## src/rtl/ram_fill_arbiter.sv

```systemverilog
// Shares the CPU-side RAM port between the CPU and a constant-value fill engine.
// Define FILL_STARVE_GUARD_EN to force a fill slot after MAX_WAIT consecutive denials.
module ram_fill_arbiter #(
  parameter int WIDTH          = 16,
  parameter int REGISTER_COUNT = 4096,
  parameter int MAX_WAIT       = 15,
  parameter int AW             = $clog2(REGISTER_COUNT)
) (
  input  logic             cpu_clk,
  input  logic             rst,
  input  logic             cpu_req,
  input  logic [AW-1:0]    cpu_addr,
  input  logic [WIDTH-1:0] cpu_wdata,
  input  logic             cpu_we,
  output logic             cpu_gnt,
  output logic [WIDTH-1:0] cpu_rdata,
  input  logic             fill_start,
  input  logic [AW-1:0]    fill_base,
  input  logic [AW:0]      fill_len,
  input  logic [WIDTH-1:0] fill_value,
  output logic             fill_busy,
  output logic             fill_done,
  output logic [AW-1:0]    ram_addr,
  output logic [WIDTH-1:0] ram_wdata,
  output logic             ram_we,
  input  logic [WIDTH-1:0] ram_rdata
);

  typedef enum logic [1:0] {IDLE, FILL, DONE} state_t;

  state_t           r_state;
  logic [AW-1:0]    r_ptr;
  logic [AW:0]      r_rem;
  logic [WIDTH-1:0] r_val;
  logic             r_busy;
  logic             r_done;
  logic             w_force;
  logic             w_fill_gnt;

`ifdef FILL_STARVE_GUARD_EN
  localparam int WW = $clog2(MAX_WAIT + 1);
  logic [WW-1:0] r_wait_cnt;

  assign w_force = (r_wait_cnt == WW'(MAX_WAIT));

  always_ff @(posedge cpu_clk) begin
    if (rst || r_state != FILL || w_fill_gnt) r_wait_cnt <= '0;
    else                                      r_wait_cnt <= r_wait_cnt + 1'b1;
  end
`else
  // CPU always wins; the comparison is constant false
  assign w_force = (MAX_WAIT < 0);
`endif

  assign w_fill_gnt = (r_state == FILL) && !rst && (!cpu_req || w_force);

  always_comb begin
    cpu_gnt   = 1'b0;
    ram_addr  = cpu_addr;
    ram_wdata = cpu_wdata;
    ram_we    = 1'b0;
    if (w_fill_gnt) begin
      ram_addr  = r_ptr;
      ram_wdata = r_val;
      ram_we    = 1'b1;
    end else if (!rst) begin
      cpu_gnt = cpu_req;
      ram_we  = cpu_req & cpu_we;
    end
  end

  assign cpu_rdata = ram_rdata;
  assign fill_busy = r_busy;
  assign fill_done = r_done;

  always_ff @(posedge cpu_clk) begin
    if (rst) begin
      r_state <= IDLE;
      r_ptr   <= '0;
      r_rem   <= '0;
      r_val   <= '0;
      r_busy  <= 1'b0;
      r_done  <= 1'b0;
    end else begin
      case (r_state)
        IDLE: begin
          if (fill_start) begin
            r_ptr <= fill_base;
            r_rem <= fill_len;
            r_val <= fill_value;
            if (fill_len != '0) begin
              r_state <= FILL;
              r_busy  <= 1'b1;
            end else begin
              r_state <= DONE;
              r_done  <= 1'b1;
            end
          end
        end
        FILL: begin
          if (w_fill_gnt) begin
            // explicit wrap so non-power-of-2 depths never address past the end
            r_ptr <= (r_ptr == AW'(REGISTER_COUNT - 1)) ? '0 : r_ptr + 1'b1;
            r_rem <= r_rem - 1'b1;
            if (r_rem == (AW+1)'(1)) begin
              r_state <= DONE;
              r_busy  <= 1'b0;
              r_done  <= 1'b1;
            end
          end
        end
        DONE: begin
          r_state <= IDLE;
          r_done  <= 1'b0;
        end
        default: begin
          r_state <= IDLE;
          r_busy  <= 1'b0;
          r_done  <= 1'b0;
        end
      endcase
    end
  end

endmodule

```

## config.mk

```make
export PLATFORM = sky130hd
export DESIGN_NAME = ram_fill_arbiter
export DESIGN_NICKNAME = d
export VERILOG_FILES = /design/src/rtl/ram_fill_arbiter.sv
export SDC_FILE = /design/constraint.sdc
export NUM_CORES = 1
export LEC_CHECK = 0
export ABC_AREA = 1
export BUFFER_PORTS_ARGS = -buffer_cell sky130_fd_sc_hd__buf_2
export CAP_MARGIN = 20
export CORE_ASPECT_RATIO = 1.5
export CORE_MARGIN = 4
export CORE_UTILIZATION = 47
export CTS_CLUSTER_SIZE = 14
export DETAILED_ROUTE_END_ITERATION = 10
export GPL_TIMING_DRIVEN = 0
export PLACE_DENSITY = 0.81
export SLEW_MARGIN = 5
export SYNTH_ARGS = -nofsm -noshare
export SYNTH_HDL_FRONTEND = slang
export SYNTH_SLANG_ARGS = --single-unit
```

## constraint.sdc

```tcl
create_clock -name cpu_clk -period 1.9 [get_ports cpu_clk]
set_input_delay 0.285 -clock cpu_clk [delete_from_list [all_inputs] [get_ports cpu_clk]]
set_output_delay 0.285 -clock cpu_clk [all_outputs]
set_load 0.01 [all_outputs]
```

# After elaboration in Yosys (flattened, before gate mapping)
# Index checks and enable logic that the tools add are counted.
dict set report word_totals {
  regBits 45
  out_inout_bits 48
}
dict set report op_classes {
  n_addsub 2
  eq_ne 9
  n_mux 28
  bitwise 2
  reduce_logical 12
}
# cell count
set op_table {}
lappend op_table {{$mux W12} 4}
lappend op_table {{$mux W13} 2}
lappend op_table {{$pmux W13 S2} 1}
lappend op_table {{$pmux W12 S2} 1}
lappend op_table {{$mux W16} 1}
lappend op_table {{$eq A13 B1 Y1 const B} 1}
lappend op_table {{$reduce_bool A13 Y1} 1}
lappend op_table {{$sub A13 B1 Y13 const B} 1}
lappend op_table {{$add A12 B1 Y12 const B} 1}
lappend op_table {{$eq A12 B12 Y1 const B} 1}
lappend op_table {{$mux W1} 12}
lappend op_table {{$mux W2} 4}
lappend op_table {{$ne A2 B2 Y1 const B} 4}
lappend op_table {{$reduce_and A3 Y1} 2}
lappend op_table {{$reduce_and A5 Y1} 1}
lappend op_table {{$pmux W2 S2} 1}
lappend op_table {{$reduce_and A4 Y1} 1}
lappend op_table {{$pmux W1 S3} 1}
lappend op_table {{$eq A2 B1 Y1 const B} 1}
lappend op_table {{$eq A2 B2 Y1 const B} 1}
lappend op_table {{$logic_and A1 B1 Y1} 2}
lappend op_table {{$logic_not A1 Y1} 2}
lappend op_table {{$logic_not A2 Y1} 1}
lappend op_table {{$ne A2 B1 Y1 const B} 1}
lappend op_table {{other kinds (5)} 5}

# Longest topological paths before layout
# Gate-level depths: netlist (run 1).
dict set report depth {
  word_depth 5
  ltp_mapped 11
  depth_no_buf 10
}

# Worst setup path after synthesis (run 1)
# Ideal clock, no wire load.
dict set report synth_timing {
  path_type {register to output}
  from {register r_state[1]}
  to {output port ram_wdata[10]}
  t_arrival_ps 1159
  required_time_ps 1615
  slack_ps 456
  path_stages_with_launch 8
  path_buffers 2
  cell_sequence {dfxtp_1 nor2_1 nand2_1 inv_2 buf_2 buf_4 nand2_1 nand2_1}
}
dict set report synth_between {
  elab_chain_cells 4
}
# item line_no
set synth_rtl {}
lappend synth_rtl {{from (decl)} 31} ;# state_t r_state;
lappend synth_rtl {{from (signal assigned)} 78} ;# r_state <= IDLE;
lappend synth_rtl {{from (signal assigned)} 92} ;# r_state <= FILL;
lappend synth_rtl {{from (signal assigned)} 95} ;# r_state <= DONE;
lappend synth_rtl {{$eq A2 B1 Y1} 55} ;# assign w_fill_gnt = (r_state == FILL) && !rst && (!cpu_req || w_force);
lappend synth_rtl {{$logic_and A1 B1 Y1 (2 in series)} 55}
lappend synth_rtl {{$mux W16} 62} ;# if (w_fill_gnt) begin
lappend synth_rtl {{to (decl)} 24} ;# output logic [WIDTH-1:0] ram_wdata,
# No other way between the ends.

# Worst setup path in the final report (run 1)
# Ends and elaborated chain as after synthesis.

==> metrics.csv, run 1 <==
stage;metric;value;unit
run_status;status;finished clean;
final_layout;Final #Nets;693;
worst_setup_path;CP Max Fanout;10;
timing;Max-slew headroom;65.5;%
die;chip width;71.9;um
worst_setup_path;crit end category;primary output;
synthesis;Synth Area in Simple Gates;34.7;%
placed_design;dpl hpwl;6850;um
job;max cap viols;0;
synthesis;Synth area leader;dfxtp_1;
cts;clk_lat worst skew;0.30;ns
die;IO Pins;138;
power;Max VDD drop;0.000476;V
final_layout;FILL cells;580;
synthesis;post-synthesis sequential area ratio;31.3;%
synthesis;Synth top area share;31.3;%
cts;clk sink count;45;
worst_setup_path;Slowest-stage cell, CP;dfxtp_1;
cts;clk slew on worst S/H paths;0.09;ns
cts;CTS tree;built;
cts;H-tree depth;2;
power;Reg power frac;40.2;%
synthesis;mapped cell area;2870;um2
synthesis;Post-synth ARST share;0;%
power;Net Switching;1.04;mW
synthesis;number of synthesized register bits;45;
power;Switching Share;35.9;%
timing;pins over their slew limit;0;
grt;initial antenna violation count;0;
drt;DRT antenna net count;0;
final_layout;Non-Filler Instances;672;
die;Initial Util;49.0;%
cts;maximum buffer depth of the clock tree;2;
grt;vias in the first global route;3312;
synthesis;top post-synthesis cells by area;dfxtp_1 (31%), nand2_1 (18%), nor2_1 (10%), o21ai_0 (8.9%), a21oi_1 (7.1%);
cts;cts bufs inserted;5;
final_layout;final core occ;63.0;%
synthesis;Post-synth EDFFs;0;
synthesis;Post-Synth XOR/XNOR Area;1.52;%
synthesis;largest family of logic cells by synthesized area;simple AND/OR/NAND/NOR gates;
grt;first-pass GRT wire length;14100;um
worst_setup_path;crit path kind;reg2out;
worst_setup_path;Critical Path RT;1.62;ns
grt;GR Overflow Total;0;
placed_design;Buffers on Ports;121;
grt;largest net degree at the start of global routing;14;
drt;DR vias;3418;
placed_design;Placer Congestion;0.876;
timing;Max Freq;555;MHz
grt;grt met1 use;24.6;%
synthesis;Synth Instances;473;
power;Power Internal;1.86;mW
worst_setup_path;most used cell, CP;nand2_1;
synthesis;most instantiated cells after synthesis;nand2_1 (141), nor2_1 (78), o21ai_0 (51);
grt;GR met3 Demand/Resource;3.20;%
timing;Setup-failing EPs final;0;
timing;Min Clock Period, post-route;1.80;ns
power;combinational share of power;35.3;%
synthesis;dominant cell by count in the synthesized netlist;nand2_1;
cts;CTS root buf;clkbuf_8;
synthesis;Compound-Gate Fraction of Synth Area;18.3;%
synthesis;Synth Warn #;0;
grt;GRT met2 Usage;44.1;%
worst_setup_path;largest stage delay on the critical path;0.36;ns
die;Die Y;104;um
power;clock share of power;24.6;%
grt;Most Used Layer, Global Route;met2;
die;num rows;34;
grt;GRT Util Overall;22.9;%
hold_path;Worst Hold Class;in2reg;
synthesis;Primary FF master, synth;dfxtp_1;
worst_setup_path;crit path DAT;1.52;ns
final_layout;n_diodes;0;
drt;Routed wire per std cell;12.8;um
synthesis;Yosys cell types;28;
power;Static Leak;1.91;nW
drt;vias per std cell;5.09;
drt;1st-iter DRT viols;170;
timing;ratio of final minimum period to clock period;94.9;%
worst_setup_path;Critical Path Source Type;register;
timing;Worst Tran Pin Value;0.517;ns
synthesis;proportion of synthesized area in mux cells;0;%
final_layout;share of cells above drive strength 1;29.5;%
drt;drc violations;0;
drt;Routed WL;8630;um
power;Power Density;784;nW/um2
worst_setup_path;crit-path cells;nor2_4, nand2_2, buf_6, buf_4, nand2_1, nand2_1, buf_2;
die;core footprint;5870;um2
placed_design;dpl cells;666;
timing;Hold Vio Cnt, Final;0;
final_layout;P&R area growth vs syn;28.8;%
synthesis;Post-Syn Nets;566;
drt;Pre-Repair DR Iteration Count;4;
synthesis;Adder-Cell Fraction of Synth Area;1.31;%
timing;Post-Route Skew;0.0121;ns
die;Die ar.;7460;um2
synthesis;syn avg cell area;6.08;um2
## cells by family after synthesis
group           Yosys count
fa+ha+maj                 3
compound gates          101
simple gates            249
flops                    45
buf+inv                  70
xor+xnor                  5
## per-stage QoR
stage	TNS [ns]	setup slack, ns	hold WS [ns]	total power [mW]	cell area (um2)
2_1_floorplan	0	0.456	0.419	1.86	2870
3_3_place_gp	0	0.0756	0.440	2.16	3570
3_5_place_dp	0	0.0846	0.454	2.19	3570
4_1_cts	0	0.00106	0.232	2.91	3690
5_1_grt	-0.0464	-0.0145	0.263	3.09	3700
6_report	0	0.0968	0.233	2.90	3700
## per-layer routing
metal / vias to the layer above / wire (um)
li1: 1746 / -
met1: 1522 / 3330
met2: 136 / 4570
met3: 14 / 620
met4: 0 / 111
met5: - / 0
## path summary, 6_finish.rpt
kind / startpoint / endpoint / slack [ns] / cells past startpoint
max reg2reg: r_ptr[0]$_SDFFE_PP0P_ / r_ptr[7]$_SDFFE_PP0P_ / 0.27 / 8
min reg2reg: fill_done$_SDFFE_PP0P_ / fill_done$_SDFFE_PP0P_ / 0.47 / 2
min: fill_value[7] / r_val[7]$_SDFFE_PP0P_ / 0.23 / 3
max: r_state[1]$_SDFFE_PP0P_ / ram_wdata[10] / 0.1 / 7
## registers in the layout, indices dropped and copies added (netlist names)
register   cells
fill_busy      1
fill_done      1
r_ptr         12
r_rem         13
r_state        2
r_val         16
## timing repair
action	in CTS	in global routing
pin swaps	0	1
buffers inserted	0	1
endpoints found under the setup margin	29	27
hold buffers	0	0
gates resized for setup	9	4
gates cloned	0	0
## area by class of cell
type                    count  area [um2]  area share, %
clock inverters             2        35.0          0.947
multi-input cells         358        1620           43.7
clock buffers               5        68.8           1.86
flip-flops and latches     45         902           24.4
inverters                  32         125           3.38
well taps                  72        90.1           2.43
repair buffers            122         613           16.6
plain buffers              36         248           6.69
## critical path, delay by kind of cell, from the launching register on
kind / cells / cell delay (ns)
buffers and inverters: 3 / 0.46
AND/OR/NAND/NOR: 4 / 0.40
flip-flops: 1 / 0.36
## cell usage in the layout (no fill, tap or decap), types with 2 or more instances in the layout
master and instances:
a21oi_1 41, clkbuf_8 5, o21ai_1 3, dfxtp_1 44
inv_1 28, clkbuf_1 7, buf_6 5, nor2_1 76
inv_2 2, nand2_2 3, inv_4 2, nor3_1 4
nand3_1 13, nand4_1 5, a31oi_1 3, buf_2 126
o21ai_0 50, or2_2 2, nor2_2 3, nand2_1 140
nor2_4 2, buf_4 19, ha_1 3, a21oi_2 2
xor2_1 4
## power groups by stage
stage          clock network (mW)  logic, mW  registers (mW)
6_report                    0.713       1.02            1.17
4_1_cts                     0.725       1.02            1.16
2_1_floorplan                   0      0.694            1.17
3_5_place_dp                    0       1.00            1.18
5_1_grt                     0.749       1.16            1.18
3_3_place_gp                    0      0.980            1.18
Power figures use the tool's default switching activity.
==> run 2: changes to the inputs <==
CORE_UTILIZATION = 50   (was 47)
PLACE_DENSITY = 0.86   (was 0.81)
clock period = 2.1 ns   (was 1.9 ns; I/O delays follow)
==> run 2 against run 1 <==
Against the previous run:
- flip-flop and latch count did not move
- cell count fell by 0.15%
- routed wire length rose by 2.0%
- largest power group unchanged
- first-iteration DRC count rose by 26%
- register-to-register slack improved by 0.16 ns
- critical path type unchanged
- cell area fell by 0.27%
- die area fell by 5.4%
- critical path depth fell by 1
- total power fell by 7.9%
- non-clock buffer count did not move
==> metrics.csv, run 2 (synthesis results as in run 1) <==
stage;metric;value;unit
die;num rows;33;
power;clock share of power;26.0;%
worst_setup_path;Critical Path Source Type;register;
die;chip width;69.9;um
cts;CTS root buf;clkbuf_8;
cts;CTS tree;built;
drt;Pre-Repair DR Iteration Count;5;
final_layout;most common cell after layout, fill and taps aside;nand2_1;
cts;clk_lat worst skew;0.30;ns
grt;initial antenna violation count;0;
cts;H-tree depth;2;
timing;Max Freq;500;MHz
final_layout;Multi-input gate area;1610;um2
worst_setup_path;CP Max Fanout;10;
cts;cts bufs inserted;5;
timing;ratio of final minimum period to clock period;95.2;%
cts;clk sink count;45;
die;IO Pins;138;
final_layout;final core occ;66.7;%
drt;WL met1;3270;um
drt;Routed WL;8800;um
die;Initial Util;51.9;%
worst_setup_path;crit end category;primary output;
job;max cap viols;0;
drt;DRT antenna net count;0;
die;Die Y;101;um
timing;Worst Tran Pin Value;0.564;ns
final_layout;FILL cells;535;
cts;post-CTS sizing;1;
power;combinational share of power;34.5;%
worst_setup_path;Crit. Startpoint;r_state[0]$_SDFFE_PP0P_;
hold_path;Worst Hold Class;in2reg;
drt;Routed wire per std cell;13.1;um
drt;drc violations;0;
cts;clk slew on worst S/H paths;0.08;ns
power;Net Switching;0.954;mW
final_layout;Top reg by flops;r_val;
worst_setup_path;worst r2r src;r_ptr[0]$_SDFFE_PP0P_;
grt;first-pass GRT wire length;14100;um
worst_setup_path;crit path DAT;1.68;ns
final_layout;most frequent cells in the layout;nand2_1 (141), buf_2 (127), nor2_1 (77);
final_layout;Top Registers;r_val: 16 flops, r_rem: 13 flops, r_ptr: 12 flops;
timing;setup_tns;0;ns
run_status;status;finished clean;
worst_setup_path;Critical Path RT;1.78;ns
final_layout;Final #Nets;693;
power;Switching Share;35.7;%
cts;Post-CTS Hold Fix Bufs;0;
placed_design;dpl hpwl;6890;um
final_layout;share of cells above drive strength 1;29.1;%
grt;GR Overflow Total;0;
placed_design;Buffers on Ports;121;
final_layout;n_diodes;0;
drt;top layer in use;met4;
die;core footprint;5530;um2
final_layout;P&R area growth vs syn;28.4;%
timing;Max-slew headroom;62.2;%
power;Power Density;724;nW/um2
grt;vias in the first global route;3300;
timing;RSZ-0062 raised after global routing;no;
power;Reg power frac;39.5;%
power;Static Leak;1.91;nW
worst_setup_path;crit path kind;reg2out;
power;Power Internal;1.72;mW
final_layout;Seq. cell area;902;um2
drt;vias per std cell;5.16;
hold_path;worst hold start;fill_value[10];
cts;Post-CTS Setup Inserts;0;
drt;WL met2;4710;um
cts;maximum buffer depth of the clock tree;2;
grt;largest net degree at the start of global routing;15;
final_layout;max FFs per register;16;
timing;Post-Route Skew;0.00457;ns
power;Max VDD drop;0.000394;V
drt;met3 wire len;592;um
die;Die ar.;7050;um2
drt;DR vias;3464;
timing;Hold Vio Cnt, Final;0;
grt;GRT Util Overall;24.2;%
placed_design;Placer Congestion;0.890;
timing;Min Clock Period, post-route;2.00;ns
drt;1st-iter DRT viols;214;
timing;pins over their slew limit;0;
timing;Setup-failing EPs final;0;
[run 2: final cells by class]
type | instances | share of cell area, %
well taps | 70 | 2.37
plain buffers | 37 | 6.61
inverters | 32 | 3.32
repair buffers | 121 | 16.4
multi-input cells | 358 | 43.6
clock inverters | 2 | 1.02
flip-flops and latches | 45 | 24.4
clock buffers | 6 | 2.24
[run 2: metrics by stage]
stage	hold slack (ns)	instances	total power, mW	instance area, um2	setup slack [ns]
after floorplan	0.443	473	1.68	2870	0.626
after global placement	0.437	664	1.94	3570	0.223
after detailed placement	0.443	664	1.98	3570	0.219
after CTS	0.267	671	2.66	3680	0.0429
after global routing	0.272	671	2.84	3690	0.000706
final	0.267	671	2.67	3690	0.100
[run 2: path summary, 6_finish.rpt]
kind | end | slack, ns | cells past startpoint
max | ram_addr[5] | 0.10 | 6
min | r_val[10]$_SDFFE_PP0P_ | 0.27 | 3
max reg2reg | r_ptr[9]$_SDFFE_PP0P_ | 0.43 | 8
min reg2reg | fill_done$_SDFFE_PP0P_ | 0.45 | 2
[run 2: power by group through the flow]
stage          Sequential, mW  Combinational (mW)  Clock (mW)
3_5_place_dp             1.07               0.909           0
6_report                 1.06               0.923       0.695
2_1_floorplan            1.05               0.628           0
3_3_place_gp             1.07               0.880           0
4_1_cts                  1.05               0.916       0.696
5_1_grt                  1.07                1.04       0.736
[run 2: layer usage]
metal  vias to the layer above  track usage (%)
met5                         -                0
met3                        23             4.29
li1                       1745                -
met4                         0             10.0
met2                       133             46.8
met1                      1563             25.2
[run 2: critical path, stage by stage (launching register included)]
cell and delay (ns):
dfxtp_2 0.36, inv_1 0.06, nor2_1 0.15, nand2_1 0.12, clkbuf_1 0.27, o21ai_0 0.26, buf_2 0.17
==> run 3: changes to the inputs <==
clock period = 2.4 ns   (was 2.1 ns; I/O delays follow)
==> run 3 against run 2 <==
Against the previous run:
- critical endpoint is now ram_wdata[7]
- sequential power down 13%
- routed wire length down 0.41%
- flip-flop and latch count unchanged
- via count about the same
- clock power down 13%
- hold slack better by 0.045 ns
- critical path type unchanged
- die area unchanged
- critical path depth up 3
==> metrics.csv, run 3 (synthesis results as in run 1) <==
stage;metric;value;unit
cts;CTS tree;built;
power;Net Switching;0.831;mW
timing;Setup-failing EPs final;0;
grt;vias in the first global route;3304;
die;num rows;33;
die;Die Y;101;um
final_layout;Top Registers;r_val: 16 flops, r_rem: 13 flops, r_ptr: 12 flops;
worst_setup_path;crit path kind;reg2out;
final_layout;most common cell after layout, fill and taps aside;nand2_1;
hold_path;Worst Hold Class;in2reg;
drt;Routed WL;8760;um
worst_setup_path;largest stage delay on the critical path;0.38;ns
cts;clk_lat worst skew;0.30;ns
timing;setup_tns;0;ns
cts;post-CTS sizing;0;
grt;initial antenna violation count;0;
placed_design;dpl hpwl;6890;um
cts;maximum buffer depth of the clock tree;2;
cts;clk slew on worst S/H paths;0.08;ns
timing;Max Freq;463;MHz
power;Power Internal;1.50;mW
drt;Pre-Repair DR Iteration Count;4;
drt;drc violations;0;
die;Initial Util;51.9;%
hold_path;hold path cells;3;
die;IO Pins;138;
worst_setup_path;r2r endpoint;r_ptr[9]$_SDFFE_PP0P_;
worst_setup_path;Slowest-stage cell, CP;dfxtp_1;
drt;vias per std cell;5.16;
power;Max VDD drop;0.000345;V
die;chip width;69.9;um
hold_path;Hold Crit Endpoint;r_val[10]$_SDFFE_PP0P_;
run_status;status;finished clean;
cts;clk sink count;45;
hold_path;worst hold start;fill_value[10];
worst_setup_path;crit-path cells;inv_1, nor2_1, nand2_1, inv_2, buf_2, buf_4, nand2_1, nand2_1, buf_2;
power;Static Leak;1.91;nW
worst_setup_path;crit end category;primary output;
grt;GRT Util Overall;24.1;%
power;Power Density;633;nW/um2
final_layout;most frequent cells in the layout;nand2_1 (141), buf_2 (130), nor2_1 (78);
worst_setup_path;most used cell, CP;nand2_1;
timing;Max-slew headroom;63.9;%
final_layout;max FFs per register;16;
timing;RSZ-0062 raised after global routing;no;
job;max cap viols;0;
worst_setup_path;Reg2Reg Depth;8;
worst_setup_path;CP Max Fanout;10;
timing;setup ws final;0.242;ns
die;core footprint;5530;um2
power;combinational share of power;34.5;%
worst_setup_path;Reg2Reg Setup Slack;0.76;ns
worst_setup_path;crit path DAT;1.80;ns
placed_design;Placer Congestion;0.890;
timing;ratio of final minimum period to clock period;89.9;%
die;Die ar.;7050;um2
timing;pins over their slew limit;0;
drt;DR vias;3467;
timing;Worst Tran Pin Value;0.539;ns
cts;H-tree depth;2;
power;Switching Share;35.6;%
power;Reg power frac;39.5;%
final_layout;Multi-input gate area;1610;um2
cts;CTS root buf;clkbuf_8;
timing;Hold Vio Cnt, Final;0;
grt;largest net degree at the start of global routing;15;
final_layout;P&R area growth vs syn;28.3;%
drt;DRT antenna net count;0;
drt;Routed wire per std cell;13.0;um
timing;Post-Route Skew;0.00564;ns
final_layout;share of cells above drive strength 1;28.9;%
placed_design;Buffers on Ports;121;
drt;1st-iter DRT viols;207;
final_layout;Final #Nets;694;
cts;Post-CTS Setup Inserts;0;
timing;Min Clock Period, post-route;2.16;ns
worst_setup_path;Critical Path RT;2.04;ns
worst_setup_path;worst r2r src;r_ptr[0]$_SDFFE_PP0P_;
final_layout;Seq. cell area;901;um2
final_layout;FILL cells;537;
worst_setup_path;Critical Path Source Type;register;
grt;GR Overflow Total;0;
final_layout;Top reg by flops;r_val;
grt;first-pass GRT wire length;14000;um
final_layout;n_diodes;0;
placed_design;pre-CTS setup slack;0.429;ns
cts;Post-CTS Hold Fix Bufs;0;
power;clock share of power;26.0;%
cts;cts bufs inserted;5;
-- run 3: cell count changes in the layout (fill, tap and decap cells not counted) --
| cell | delta |
|---|---|
| dfxtp_1 | +1 |
| nor2_1 | +1 |
| clkbuf_4 | -2 |
| buf_2 | +3 |
| nor2_2 | -1 |
| dfxtp_2 | -1 |
| o21ai_1 | -1 |
| o21ai_0 | +1 |
-- run 3: metal layers --
| metal | up-vias | routed length (um) | global-route usage (%) |
|---|---|---|---|
| li1 | 1745 | - | - |
| met1 | 1573 | 3240 | 25.0 |
| met2 | 128 | 4660 | 46.8 |
| met3 | 21 | 644 | 4.29 |
| met4 | 0 | 209 | 10.0 |
| met5 | - | 0 | 0 |
-- run 3: cell type report --
class / count / share of cell area, %
multi-input combinational: 358 / 43.6
clock inverter: 2 / 1.02
inverter: 32 / 3.33
timing repair buffer: 121 / 16.4
buffer: 38 / 6.62
clock buffer: 6 / 2.24
sequential: 45 / 24.4
tap: 70 / 2.38
-- run 3: how the worst max path moves through the flow --
stage	startpoint	endpoint	depth (start not counted)
CTS	r_state[1]$_SDFFE_PP0P_	ram_wdata[7]	8
global route	r_state[0]$_SDFFE_PP0P_	ram_wdata[14]	9
global placement	rst	ram_wdata[7]	9
floorplan	rst	ram_wdata[10]	7
finish	r_state[0]$_SDFFE_PP0P_	ram_wdata[7]	9
detailed placement	rst	ram_wdata[7]	9
-- run 3: per-stage QoR --
stage	instances	util (%)	hold slack, ns	power (mW)	area [um2]
global placement	664	64.5	0.437	1.70	3570
detailed placement	664	64.5	0.443	1.73	3570
finish	672	66.6	0.311	2.33	3690
CTS	672	66.6	0.312	2.33	3690
floorplan	473	-	0.443	1.47	2870
global route	672	66.6	0.317	2.49	3690
-- run 3: power by group through the flow --
stage,Clock [mW],Sequential [mW],Combinational (mW)
final,0.607,0.923,0.805
after global routing,0.644,0.933,0.909
after CTS,0.609,0.920,0.802
after detailed placement,0,0.936,0.796
after global placement,0,0.932,0.770
after floorplan,0,0.923,0.550
-- run 3: critical path, delay by kind of cell, from the launching register on --
| family | cells | cell delay [ns] |
|---|---|---|
| buffers and inverters | 5 | 0.72 |
| DFF | 1 | 0.38 |
| and+or+nand+nor | 4 | 0.39 |
